<file path="src/rtl/ps2_scan_rx.sv">
// ---------------------------------------------------------------------------
// ps2_scan_rx
//
// Receives PS/2 keyboard frames (start, 8 data bits LSB first, odd parity,
// stop) on the system clock and decodes the byte stream into scan codes and
// make codes. Both keyboard lines are raw, asynchronous inputs; they are
// synchronised here and the receiver advances only on detected falling edges
// of the keyboard clock.
//
// Parameters
//   TIMEOUT_CYCLES  clk cycles without a keyboard_clk falling edge that abort
//                   a partially received frame
//   PARITY_CHECK    1: frames with bad odd parity are discarded
//                   0: the parity bit is ignored
//
// Ports
//   clk            system clock, all state changes on its rising edge
//   reset_n        asynchronous active-low reset
//   keyboard_clk   raw PS/2 clock (asynchronous)
//   keyboard_data  raw PS/2 data (asynchronous)
//   scan_code      last correctly received byte, held until the next good one
//   scan_valid     one-cycle pulse when scan_code updates
//   make_code      last make code (prefixes F0/E0 and break codes excluded)
//   make_valid     one-cycle pulse when make_code updates
//   frame_error    one-cycle pulse on bad stop bit, bad parity or timeout
//
// Receiver states
//   state      | meaning
//   -----------+-------------------------------------------------------------
//   ST_IDLE    | waiting for a falling edge with data low (start bit)
//   ST_DATA    | shifting in the 8 data bits, LSB first
//   ST_PARITY  | next falling edge captures the parity bit
//   ST_STOP    | next falling edge checks the stop bit and ends the frame
// ---------------------------------------------------------------------------
module ps2_scan_rx #(
    parameter int TIMEOUT_CYCLES = 5000,
    parameter int PARITY_CHECK   = 1
) (
    input  logic       clk,
    input  logic       reset_n,
    input  logic       keyboard_clk,
    input  logic       keyboard_data,
    output logic [7:0] scan_code,
    output logic       scan_valid,
    output logic [7:0] make_code,
    output logic       make_valid,
    output logic       frame_error
);

    localparam int               TMO_W      = (TIMEOUT_CYCLES > 2) ? $clog2(TIMEOUT_CYCLES) : 1;
    localparam logic [TMO_W-1:0] TMO_LAST   = TMO_W'(TIMEOUT_CYCLES - 1);
    localparam logic [7:0]       CODE_BREAK = 8'hF0;
    localparam logic [7:0]       CODE_EXT   = 8'hE0;

    typedef enum logic [1:0] {
        ST_IDLE   = 2'd0,
        ST_DATA   = 2'd1,
        ST_PARITY = 2'd2,
        ST_STOP   = 2'd3
    } state_t;

    // synchronizers; kclk_prev_q holds the synced clock of the previous cycle
    logic kclk_meta_q, kclk_meta_d;
    logic kclk_sync_q, kclk_sync_d;
    logic kclk_prev_q, kclk_prev_d;
    logic kdat_meta_q, kdat_meta_d;
    logic kdat_sync_q, kdat_sync_d;

    // frame receiver
    state_t           state_q, state_d;
    logic [2:0]       bit_cnt_q, bit_cnt_d;
    logic [7:0]       shift_q, shift_d;
    logic             parity_q, parity_d;
    logic [TMO_W-1:0] tmo_cnt_q, tmo_cnt_d;

    // decoder and outputs
    logic [7:0] scan_code_q, scan_code_d;
    logic       scan_valid_q, scan_valid_d;
    logic [7:0] make_code_q, make_code_d;
    logic       make_valid_q, make_valid_d;
    logic       frame_error_q, frame_error_d;
    logic       break_pend_q, break_pend_d;
    logic       ext_pend_q, ext_pend_d;

    logic kclk_fall;
    logic tmo_hit;
    logic frame_done;
    logic frame_good;
    logic parity_ok;

    // -----------------------------------------------------------------------
    // Input synchronisation and edge detection
    // -----------------------------------------------------------------------
    always_comb begin
        kclk_meta_d = keyboard_clk;
        kclk_sync_d = kclk_meta_q;
        kclk_prev_d = kclk_sync_q;
        kdat_meta_d = keyboard_data;
        kdat_sync_d = kdat_meta_q;
    end

    assign kclk_fall = kclk_prev_q & ~kclk_sync_q;

    // -----------------------------------------------------------------------
    // Frame receiver
    // -----------------------------------------------------------------------
    // Odd parity over data plus parity bit: XOR of all nine bits must be 1.
    assign parity_ok = (^shift_q) ^ parity_q;

    // A timeout wins over a falling edge arriving in the same cycle.
    assign tmo_hit = (state_q != ST_IDLE) && (tmo_cnt_q == TMO_LAST);

    always_comb begin
        state_d    = state_q;
        bit_cnt_d  = bit_cnt_q;
        shift_d    = shift_q;
        parity_d   = parity_q;
        frame_done = 1'b0;
        frame_good = 1'b0;

        if (tmo_hit) begin
            state_d   = ST_IDLE;
            bit_cnt_d = 3'd0;
        end else if (kclk_fall) begin
            case (state_q)
                ST_IDLE: begin
                    if (!kdat_sync_q) begin
                        state_d   = ST_DATA;
                        bit_cnt_d = 3'd0;
                    end
                end
                ST_DATA: begin
                    shift_d = {kdat_sync_q, shift_q[7:1]};
                    if (bit_cnt_q == 3'd7) begin
                        state_d   = ST_PARITY;
                        bit_cnt_d = 3'd0;
                    end else begin
                        bit_cnt_d = bit_cnt_q + 3'd1;
                    end
                end
                ST_PARITY: begin
                    parity_d = kdat_sync_q;
                    state_d  = ST_STOP;
                end
                ST_STOP: begin
                    state_d    = ST_IDLE;
                    frame_done = 1'b1;
                    frame_good = kdat_sync_q && ((PARITY_CHECK == 0) || parity_ok);
                end
                default: begin
                    state_d   = ST_IDLE;
                    bit_cnt_d = 3'd0;
                end
            endcase
        end

        if ((state_q == ST_IDLE) || kclk_fall || tmo_hit) begin
            tmo_cnt_d = '0;
        end else begin
            tmo_cnt_d = tmo_cnt_q + 1'b1;
        end
    end

    // -----------------------------------------------------------------------
    // Scan-code decoder
    // -----------------------------------------------------------------------
    // Prefix bytes only arm the pending flags. A byte following F0 is the
    // release of a key: it consumes both flags without reporting a make.
    always_comb begin
        scan_code_d   = scan_code_q;
        make_code_d   = make_code_q;
        break_pend_d  = break_pend_q;
        ext_pend_d    = ext_pend_q;
        scan_valid_d  = 1'b0;
        make_valid_d  = 1'b0;
        frame_error_d = tmo_hit | (frame_done & ~frame_good);

        if (frame_done && frame_good) begin
            scan_code_d  = shift_q;
            scan_valid_d = 1'b1;
            if (shift_q == CODE_BREAK) begin
                break_pend_d = 1'b1;
            end else if (shift_q == CODE_EXT) begin
                ext_pend_d = 1'b1;
            end else begin
                ext_pend_d = 1'b0;
                if (break_pend_q) begin
                    break_pend_d = 1'b0;
                end else begin
                    make_code_d  = shift_q;
                    make_valid_d = 1'b1;
                end
            end
        end
    end

    // -----------------------------------------------------------------------
    // State registers
    // -----------------------------------------------------------------------
    always_ff @(posedge clk or negedge reset_n) begin
        if (!reset_n) begin
            kclk_meta_q   <= 1'b1;
            kclk_sync_q   <= 1'b1;
            kclk_prev_q   <= 1'b1;
            kdat_meta_q   <= 1'b1;
            kdat_sync_q   <= 1'b1;
            state_q       <= ST_IDLE;
            bit_cnt_q     <= 3'd0;
            shift_q       <= 8'h00;
            parity_q      <= 1'b0;
            tmo_cnt_q     <= '0;
            scan_code_q   <= 8'h00;
            scan_valid_q  <= 1'b0;
            make_code_q   <= 8'h00;
            make_valid_q  <= 1'b0;
            frame_error_q <= 1'b0;
            break_pend_q  <= 1'b0;
            ext_pend_q    <= 1'b0;
        end else begin
            kclk_meta_q   <= kclk_meta_d;
            kclk_sync_q   <= kclk_sync_d;
            kclk_prev_q   <= kclk_prev_d;
            kdat_meta_q   <= kdat_meta_d;
            kdat_sync_q   <= kdat_sync_d;
            state_q       <= state_d;
            bit_cnt_q     <= bit_cnt_d;
            shift_q       <= shift_d;
            parity_q      <= parity_d;
            tmo_cnt_q     <= tmo_cnt_d;
            scan_code_q   <= scan_code_d;
            scan_valid_q  <= scan_valid_d;
            make_code_q   <= make_code_d;
            make_valid_q  <= make_valid_d;
            frame_error_q <= frame_error_d;
            break_pend_q  <= break_pend_d;
            ext_pend_q    <= ext_pend_d;
        end
    end

    assign scan_code   = scan_code_q;
    assign scan_valid  = scan_valid_q;
    assign make_code   = make_code_q;
    assign make_valid  = make_valid_q;
    assign frame_error = frame_error_q;

endmodule

</file>
<file path="config.mk">
export PLATFORM = sky130hd
export DESIGN_NAME = ps2_scan_rx
export DESIGN_NICKNAME = d
export VERILOG_FILES = /design/src/rtl/ps2_scan_rx.sv
export SDC_FILE = /design/constraint.sdc
export NUM_CORES = 1
export LEC_CHECK = 0
export CAP_MARGIN = 25
export CORE_UTILIZATION = 50
export DETAILED_ROUTE_END_ITERATION = 8
export PLACE_DENSITY = 0.71
export SYNTH_ARGS = -nofsm -noshare
export SYNTH_HDL_FRONTEND = slang
export SYNTH_SLANG_ARGS = --single-unit
</file>
<file path="constraint.sdc">
create_clock -name clk -period 4.6 [get_ports clk]
set_input_delay 0.69 -clock clk [delete_from_list [all_inputs] [get_ports clk]]
set_output_delay 0.69 -clock clk [all_outputs]
set_load 0.01 [all_outputs]
</file>
# Word-level counts from Yosys, hierarchy flattened

Cells that the tools add are included.

Flip-flop bits (word level): 52
Word-level logic and storage cells: 78
Bits of input ports: 4
Output and inout bits: 19

Reduce and logical (&&, ||, !) cells: 16
Bitwise gates (word level): 10
Muxes and demuxes: 24
Equality and inequality tests: 10
$add $sub $neg: 2

Operators with widths:

| kind                  | number |
|---|---|
| $eq 8x8->1 const B    | 2 |
| $add 13x1->13 const B | 1 |
| $eq 13x13->1 const B  | 1 |
| $mux 1                | 13 |
| $mux 13               | 1 |
| $mux 3                | 4 |
| $reduce_and 3->1      | 4 |
| $mux 2                | 4 |
| $pmux 2 s4            | 1 |
| $reduce_xor 8->1      | 1 |
| $ne 3x3->1 const B    | 2 |
| $not 1->1             | 6 |
| $pmux 3 s2            | 1 |
| $eq 2x2->1 const B    | 2 |
| $reduce_and 4->1      | 1 |
| $reduce_bool 2->1     | 2 |
| $add 3x1->3 const B   | 1 |
| $eq 3x3->1 const B    | 1 |
| $logic_and 1x1->1     | 3 |
| $reduce_bool 3->1     | 1 |
| $and 1x1->1           | 2 |
| $eq 2x1->1 const B    | 1 |
| $logic_not 2->1       | 1 |
| $logic_or 1x1->1      | 2 |
| other kinds (4)       | 4 |

# Logic depth before layout (Yosys ltp)

Gate-level depths: netlist of the first run.

Word-level depth: 9
Gate-level depth with buffers: 9
Gate-level depth less buffers: 7

# Worst setup path before layout of the first run

No wires, ideal clock.

Path type: register to register
Start: register shift_q[2]
End: register make_code_q[0] (netlist: make_code[0])
Setup slack: 2.425 ns
Path buffers: 1
Stages on the path, launching flop included: 9
Data required time: 4.475 ns
Data arrival time: 2.049 ns
Clock period less this slack: 2.175 ns
Setup time: 0.125 ns
Cells stage by stage: dfrtp_1 inv_1 ha_1 xnor3_1 xnor2_1 and3_4 and3b_1 buf_6 mux2_4

Cells in the longest elaborated chain, start to end: 8
Elaborated cells between the ends (all ways): 12
Those cells by class: eq/ne (2); mux (3); bitwise (3); reduce/logical (4)

Ends and longest elaborated chain:

| what                         | RTL line | text |
|---|---|---|
| start: declaration           | 72       | `logic [7:0] shift_q, shift_d;` |
| start signal: assignment     | 227      | `shift_q <= shift_d;` |
| $reduce_xor 8->1             | 108      | `assign parity_ok = (^shift_q) ^ parity_q;` |
| $xor 1x1->1                  | 108      |  |
| $logic_and 1x1->1            | 148      | `frame_good = kdat_sync_q && ((PARITY_CHECK == 0) \|\| parity_ok);` |
| $mux 1                       | 125      | `case (state_q)` |
| $mux 1                       | 124      | `end else if (kclk_fall) begin` |
| $mux 1                       | 121      | `if (tmo_hit) begin` |
| $logic_and 1x1->1            | 178      | `if (frame_done && frame_good) begin` |
| $reduce_and 4->1 (no line) * | --       |  |
| end signal: assignment       | 232      | `make_code_q <= make_code_d;` |
| end: declaration             | 79       | `logic [7:0] make_code_q, make_code_d;` |

Mark *: on every way between the ends. The rest lies on a longest branch, timed or not.
A chain may end at the register's enable or synchronous reset.

# Final worst setup path of the first run

Start: register shift_q[3]
End: register make_code_q[6] (netlist: make_code[6])

Same word-level chain as after synthesis.

==> metrics.txt, run 1 <==
outcome complete, but fails checks; failing checks DRC; starting density of the core 53.0%; post-synth top area share 50.0%; port bufs 22; placed cell count 260; Crit Path Category flip-flop to flip-flop; first-pass GRT wire length 7040 microns; Period Utilization, post-route 58.3%; drt drc 5; synth unique cells 35; fin cells 268; mux contribution to synthesized area 10.8%; synthesized area per cell 12.4 sq um; largest net degree at the start of global routing 28; Yosys reg bits 52; max_cap viols 0; DP HPWL 2930 microns; Synth Area in XOR/XNOR 5.79%; Yosys Warn Count 0; row count 24; Placeable Area 4440 sq um; root buffer cell clkbuf_8; Post-synth EDFFs 0; Post-synth ARST share 100%; Top FF cell, synth dfrtp_1; clk_skew 0.00599 ns; Die Y 70.6 microns; Die ar. 4990 sq um; Reg area 1310 sq um; highest ir drop seen on vdd 0.254 mV; pwr dens 528 nW/um^2; post-synth top area cell dfrtp_1; Fillers 349; die width 70.6 microns; CTS max path bufs 2; CP endpoint kind flip-flop; CP max FO 12; vias in the first global route 1,496; worst hold path class flip-flop to flip-flop; io pins 23; Area growth syn-to-layout 16.3%; clock latency on the worst-skew pair 0.30 ns; unrepaired setup endpoints after global routing false; n_diodes 0; First-pass DRT Iterations 6; Tot GR Track Use 18.4%; GR Overflow Total 0; Req. time, crit path 4.79 ns; CTS Buf Count 5; hold buffers post-CTS 0; DRT Wirelength 3890 microns; routed via count 1,418; count of pins over their slew limit 0; worst path arrival time 2.87 ns; Avg WL per Cell 14.5 microns; DR iter-0 viols 44; main combinational cell family by area after synthesis simple AND/OR/NAND/NOR gates; sequential-to-total area share from yosys stat 55.6%; Worst Setup Start Kind flip-flop; layout cells sized above 1 17.6%; initial antenna violation count 0; final-report hold violation count 0; Final min period 2.68 ns; Synth Area in Simple Gates 14.3%; clock sinks 52; H-tree lvl count 2; Layout Nets 232; Max Fclk 373 MHz; syn nets 207; max_slew headroom 59.3%; Synth Area in Adders 6.91%; setup bufs post-CTS 0; Reg clk slew, reported paths 0.09 ns; multi-input logic area 981 sq um; Syn Inst Count 190; antenna viol nets, final 0; leakage 1.28 nW; Worst Max-Slew Pin Slew 0.605 ns; Compound-Gate Fraction of Synth Area 3.83%; cell area after synthesis 2350 sq um; vias per cell 5.29; CTS tree done; total negative slack 0 ns; PostCTS Resize Cnt 0; Final GP Congestion 0.726; final setup fails 0; Area contributors post-synth dfrtp_1 50%, ha_1 6.9%, mux2_2 5.7%
==> worst max-delay path, cell delays in order, from the launching register on <==
cell and delay (ns):
dfrtp_1 0.40, inv_1 0.07, ha_1 0.28, xnor3_1 0.39
xnor2_1 0.21, and3_4 0.32, and3b_1 0.55, mux2_4 0.35
==> cell families after synthesis <==
family                     Yosys count
AOI/OAI and AO/OA                   14
xor gates and xnor gates            14
adders and majority gates           13
buffers and inverters               15
DFF                                 52
muxes                               20
and+or+nand+nor                     62
==> state kept, by name, summed over array words and instances, names as in the netlist, 2 cells and up <==
signal / cells
tmo_cnt_q: 13
make_code: 8
state_q: 2
scan_code: 8
shift_q: 8
bit_cnt_q: 3
==> stage by stage <==
step | util [%] | hold WS [ns] | worst slack [ns] | area (sq um) | power [mW]
floorplan | - | 0.345 | 2.43 | 2350 | 0.991
global placement | 58.6 | 0.346 | 2.03 | 2610 | 1.12
detailed placement | 59.1 | 0.348 | 1.91 | 2630 | 1.15
CTS | 61.6 | 0.362 | 1.90 | 2740 | 1.47
global route | 61.6 | 0.365 | 1.78 | 2740 | 1.55
finish | 61.6 | 0.361 | 1.92 | 2740 | 1.45
==> placed cells by master (no fill, tap or decap), types with 2 or more instances in the layout <==
master and instances:
dfrtp_1 47, clkdlybuf4s50_1 21, nor2_1 19, nand2_1 14, ha_1 13, mux2_2 12, inv_1 10, nand3_1 9
mux2_4 8, xnor2_1 7, xor2_1 6, and3_1 5, o21ai_1 5, clkbuf_8 5, dfstp_2 5, nor3_1 3
nor2b_1 2, and3b_1 2, o21ai_0 2, a32oi_1 2
==> final cells by class <==
cell class / instances / area share [%]
tap: 52 / 2.38
multi-input combinational: 123 / 35.8
sequential: 52 / 47.8
clock inverter: 3 / 1.55
clock buffer: 5 / 2.51
inverter: 10 / 1.37
timing repair buffer: 23 / 8.59
==> metal layers <==
| layer | part of all wire, % | track usage (%) |
|---|---|---|
| met2 | 50 | 31.1 |
| met5 | 0 | 0 |
| met1 | 45 | 23.5 |
| met3 | 2.8 | 3.56 |
| met4 | 1.8 | 7.78 |
==> report_power, final <==
group          total (mW)  internal [mW]  switching, mW
combinational       0.487          0.264          0.223
clock               0.308          0.161          0.147
sequential          0.651          0.560         0.0905
==> synthesized netlist by cell type, types with 3 or more instances <==
| cell | n |
|---|---|
| dfrtp_1 | 47 |
| nor2_1 | 19 |
| nand2_1 | 14 |
| ha_1 | 13 |
| mux2_2 | 12 |
| inv_1 | 10 |
| nand3_1 | 9 |
| mux2_4 | 8 |
| xnor2_1 | 7 |
| xor2_1 | 6 |
| and3_1 | 5 |
| dfstp_2 | 5 |
| o21ai_1 | 5 |
| clkbuf_1 | 3 |
| nor3_1 | 3 |
==> worst paths after layout <==
path	to	slack [ns]	depth (start not counted)	start
max	make_code[6]	1.92	7	shift_q[3]
min	kclk_prev_d	0.36	0	kclk_meta_q
max reg2reg	make_code[6]	1.92	7	shift_q[3]
min reg2reg	kclk_prev_d	0.36	0	kclk_meta_q
max in group asynchronous	kdat_sync_q	3.60	2	reset_n
min in group asynchronous	shift_q[2]	0.38	1	reset_n
No activity file was read; power rests on OpenSTA's default activity.
==> run 2: changes to the inputs <==
PLACE_DENSITY = 0.74   (was 0.71)
clock period = 2.4 ns   (was 4.6 ns; I/O delays follow)
==> run 2 against run 1 <==
Effect of this change:
- critical path depth up 1
- highest routed layer unchanged
- the run still ends with DRC left
- sequential share of layout area fell by 0.22 points
- final cell count is 1.9% higher
- clock power up 57%
- global-route usage down 1.9 points
- critical endpoint is now make_code[4]
==> metrics.txt, run 2 (synthesis results as in run 1) <==
pre-CTS setup slack 0.0654 ns (-1.85 ns); Int Pwr 1.84 mW (+87%); hold buffers post-CTS 0 (unchanged); most frequent cells in the layout 47 x dfrtp_1, 21 x clkdlybuf4s50_1, 19 x nor2_1; r2r startpoint shift_q[0]; commonest non-fill, non-tap cell in the layout dfrtp_1; outcome complete, but fails checks; Combinational Power Share 37.4% (+3.7 points); hold slack 0.151 ns (-0.210 ns); CTS Buf Count 5 (unchanged); starting density of the core 53.0% (unchanged); antenna viol nets, final 0 (unchanged); H-tree lvl count 2 (unchanged); unrepaired setup endpoints after global routing false; cell area after layout 2750 sq um (+0.46%); NetSw 0.899 mW (+95%); final-report hold violation count 0 (unchanged); clk_skew 0.0118 ns (+0.00581 ns); Core Util, Final 61.9% (+0.28 points); Worst Setup SP shift_q[0]; count of pins over their slew limit 0 (unchanged); final setup margin 0.114 ns (-1.80 ns); DRT Wirelength 3590 microns (-7.7%); clock sinks 52 (unchanged); max_slew headroom 58.3% (-1.1 points); Largest Register tmo_cnt_q; worst hold path class input port to async pin; DR iter-0 viols 78 (+77%); worst reg2reg setup slack 0.11 ns (-1.80 ns); power consumption 2.74 mW (+90%); leakage 1.30 nW (+1.8%); CTS max path bufs 2 (unchanged); Max Fclk 438 MHz (+17%); initial antenna violation count 0 (unchanged); die width 70.6 microns (unchanged); row count 24 (unchanged); vias in the first global route 1,420 (-5.1%); largest net degree at the start of global routing 53 (+89%); drt drc 2 (-3); Clock Power Share 17.7% (-3.6 points); max reg flops 13 (unchanged); CTS tree done; worst r2r dst make_code[4]; GR Overflow Total 0 (unchanged); Final GP Congestion 0.799 (+10%); Layout Nets 237 (+2.2%); highest ir drop seen on vdd 0.472 mV (+86%); routed via count 1,416 (-0.14%); io pins 23 (unchanged); pwr dens 997 nW/um^2 (+89%); Fillers 356 (+2.0%); Crit Path Category flip-flop to flip-flop; final setup fails 0 (unchanged); CP endpoint kind flip-flop; clock latency on the worst-skew pair 0.31 ns (about the same); port bufs 22 (unchanged); fin cells 273 (+1.9%); layout cells sized above 1 19.9% (+2.3 points); placed cell count 263 (+1.2%); Placeable Area 4440 sq um (unchanged); max_cap viols 0 (unchanged); CP max FO 7 (-5); Die ar. 4990 sq um (unchanged); Req. time, crit path 2.59 ns (-2.20 ns); Worst Setup Start Kind flip-flop; Die Y 70.6 microns (unchanged); Worst R2R Path Depth 8 (+1); Final min period 2.29 ns (-0.396 ns); worst path arrival time 2.48 ns (-0.39 ns); sw frac 32.8% (+0.93 points); Worst Max-Slew Pin Slew 0.626 ns (+0.0212 ns); First-pass DRT Iterations 8 (+2); total negative slack 0 ns (unchanged); Period Utilization, post-route 95.2% (+37 points); n_diodes 0 (unchanged); failing checks DRC; first-pass GRT wire length 6340 microns (-9.9%); Reg clk slew, reported paths 0.10 ns (about the same); DP HPWL 2450 microns (-17%); Area growth syn-to-layout 16.9%; Sequential Power Share 44.9% (about the same); Avg WL per Cell 13.2 microns (-9.4%); Placement Cell Area 2640 sq um (+0.38%); root buffer cell clkbuf_8; vias per cell 5.19 (-2.0%); Tot GR Track Use 16.5% (-1.9 points)
[run 2: power by group through the flow]
stage / combinational (mW) / clock (mW) / sequential [mW]
2_1_floorplan: 0.654 / 0 / 1.24
3_5_place_dp: 0.940 / 0 / 1.25
6_report: 1.03 / 0.485 / 1.23
5_1_grt: 1.14 / 0.543 / 1.26
4_1_cts: 0.950 / 0.505 / 1.24
3_3_place_gp: 0.922 / 0 / 1.24
[run 2: final cells by class]
type | instances | area (sq um) | area share [%]
Inverter | 10 | 37.5 | 1.36
Timing Repair Buffer | 28 | 264 | 9.60
Tap cell | 52 | 65.1 | 2.37
Clock inverter | 3 | 18.8 | 0.682
Clock buffer | 5 | 68.8 | 2.50
Sequential cell | 52 | 1310 | 47.5
Multi-Input combinational cell | 123 | 988 | 35.9
[run 2: routing by layer]
metal  share of wire, %  up-vias  track usage [%]
met4                1.8        0             7.33
met5                  0        -                0
li1                   -      702                -
met2                 49       25             27.3
met3                2.9        8             3.42
met1                 46      681             21.3
[run 2: worst max-delay path, stage by stage (launching register included)]
cell and delay, ns:
dfrtp_1 0.38, inv_1 0.07, ha_1 0.32, xnor3_1 0.39, xnor2_2 0.16, and3_4 0.20, and3b_1 0.19, buf_6 0.15
mux2_4 0.30
[run 2: what timing repair did]
item | CTS | global route
setup buffers | 0 | 2
setup endpoints to repair | 0 | 7
gates resized for setup | 0 | 2
[run 2: worst max path at each step]
| stage | depth (start not counted) | slack [ns] | to |
|---|---|---|---|
| after detailed placement | 8 | 0.07 | make_code[1] |
| final | 8 | 0.11 | make_code[4] |
| after global placement | 8 | 0.15 | make_code[2] |
| after global routing | 8 | 0.02 | make_code[4] |
| after CTS | 8 | 0.02 | make_code[4] |
| after floorplan | 8 | 0.23 | make_code[0] |
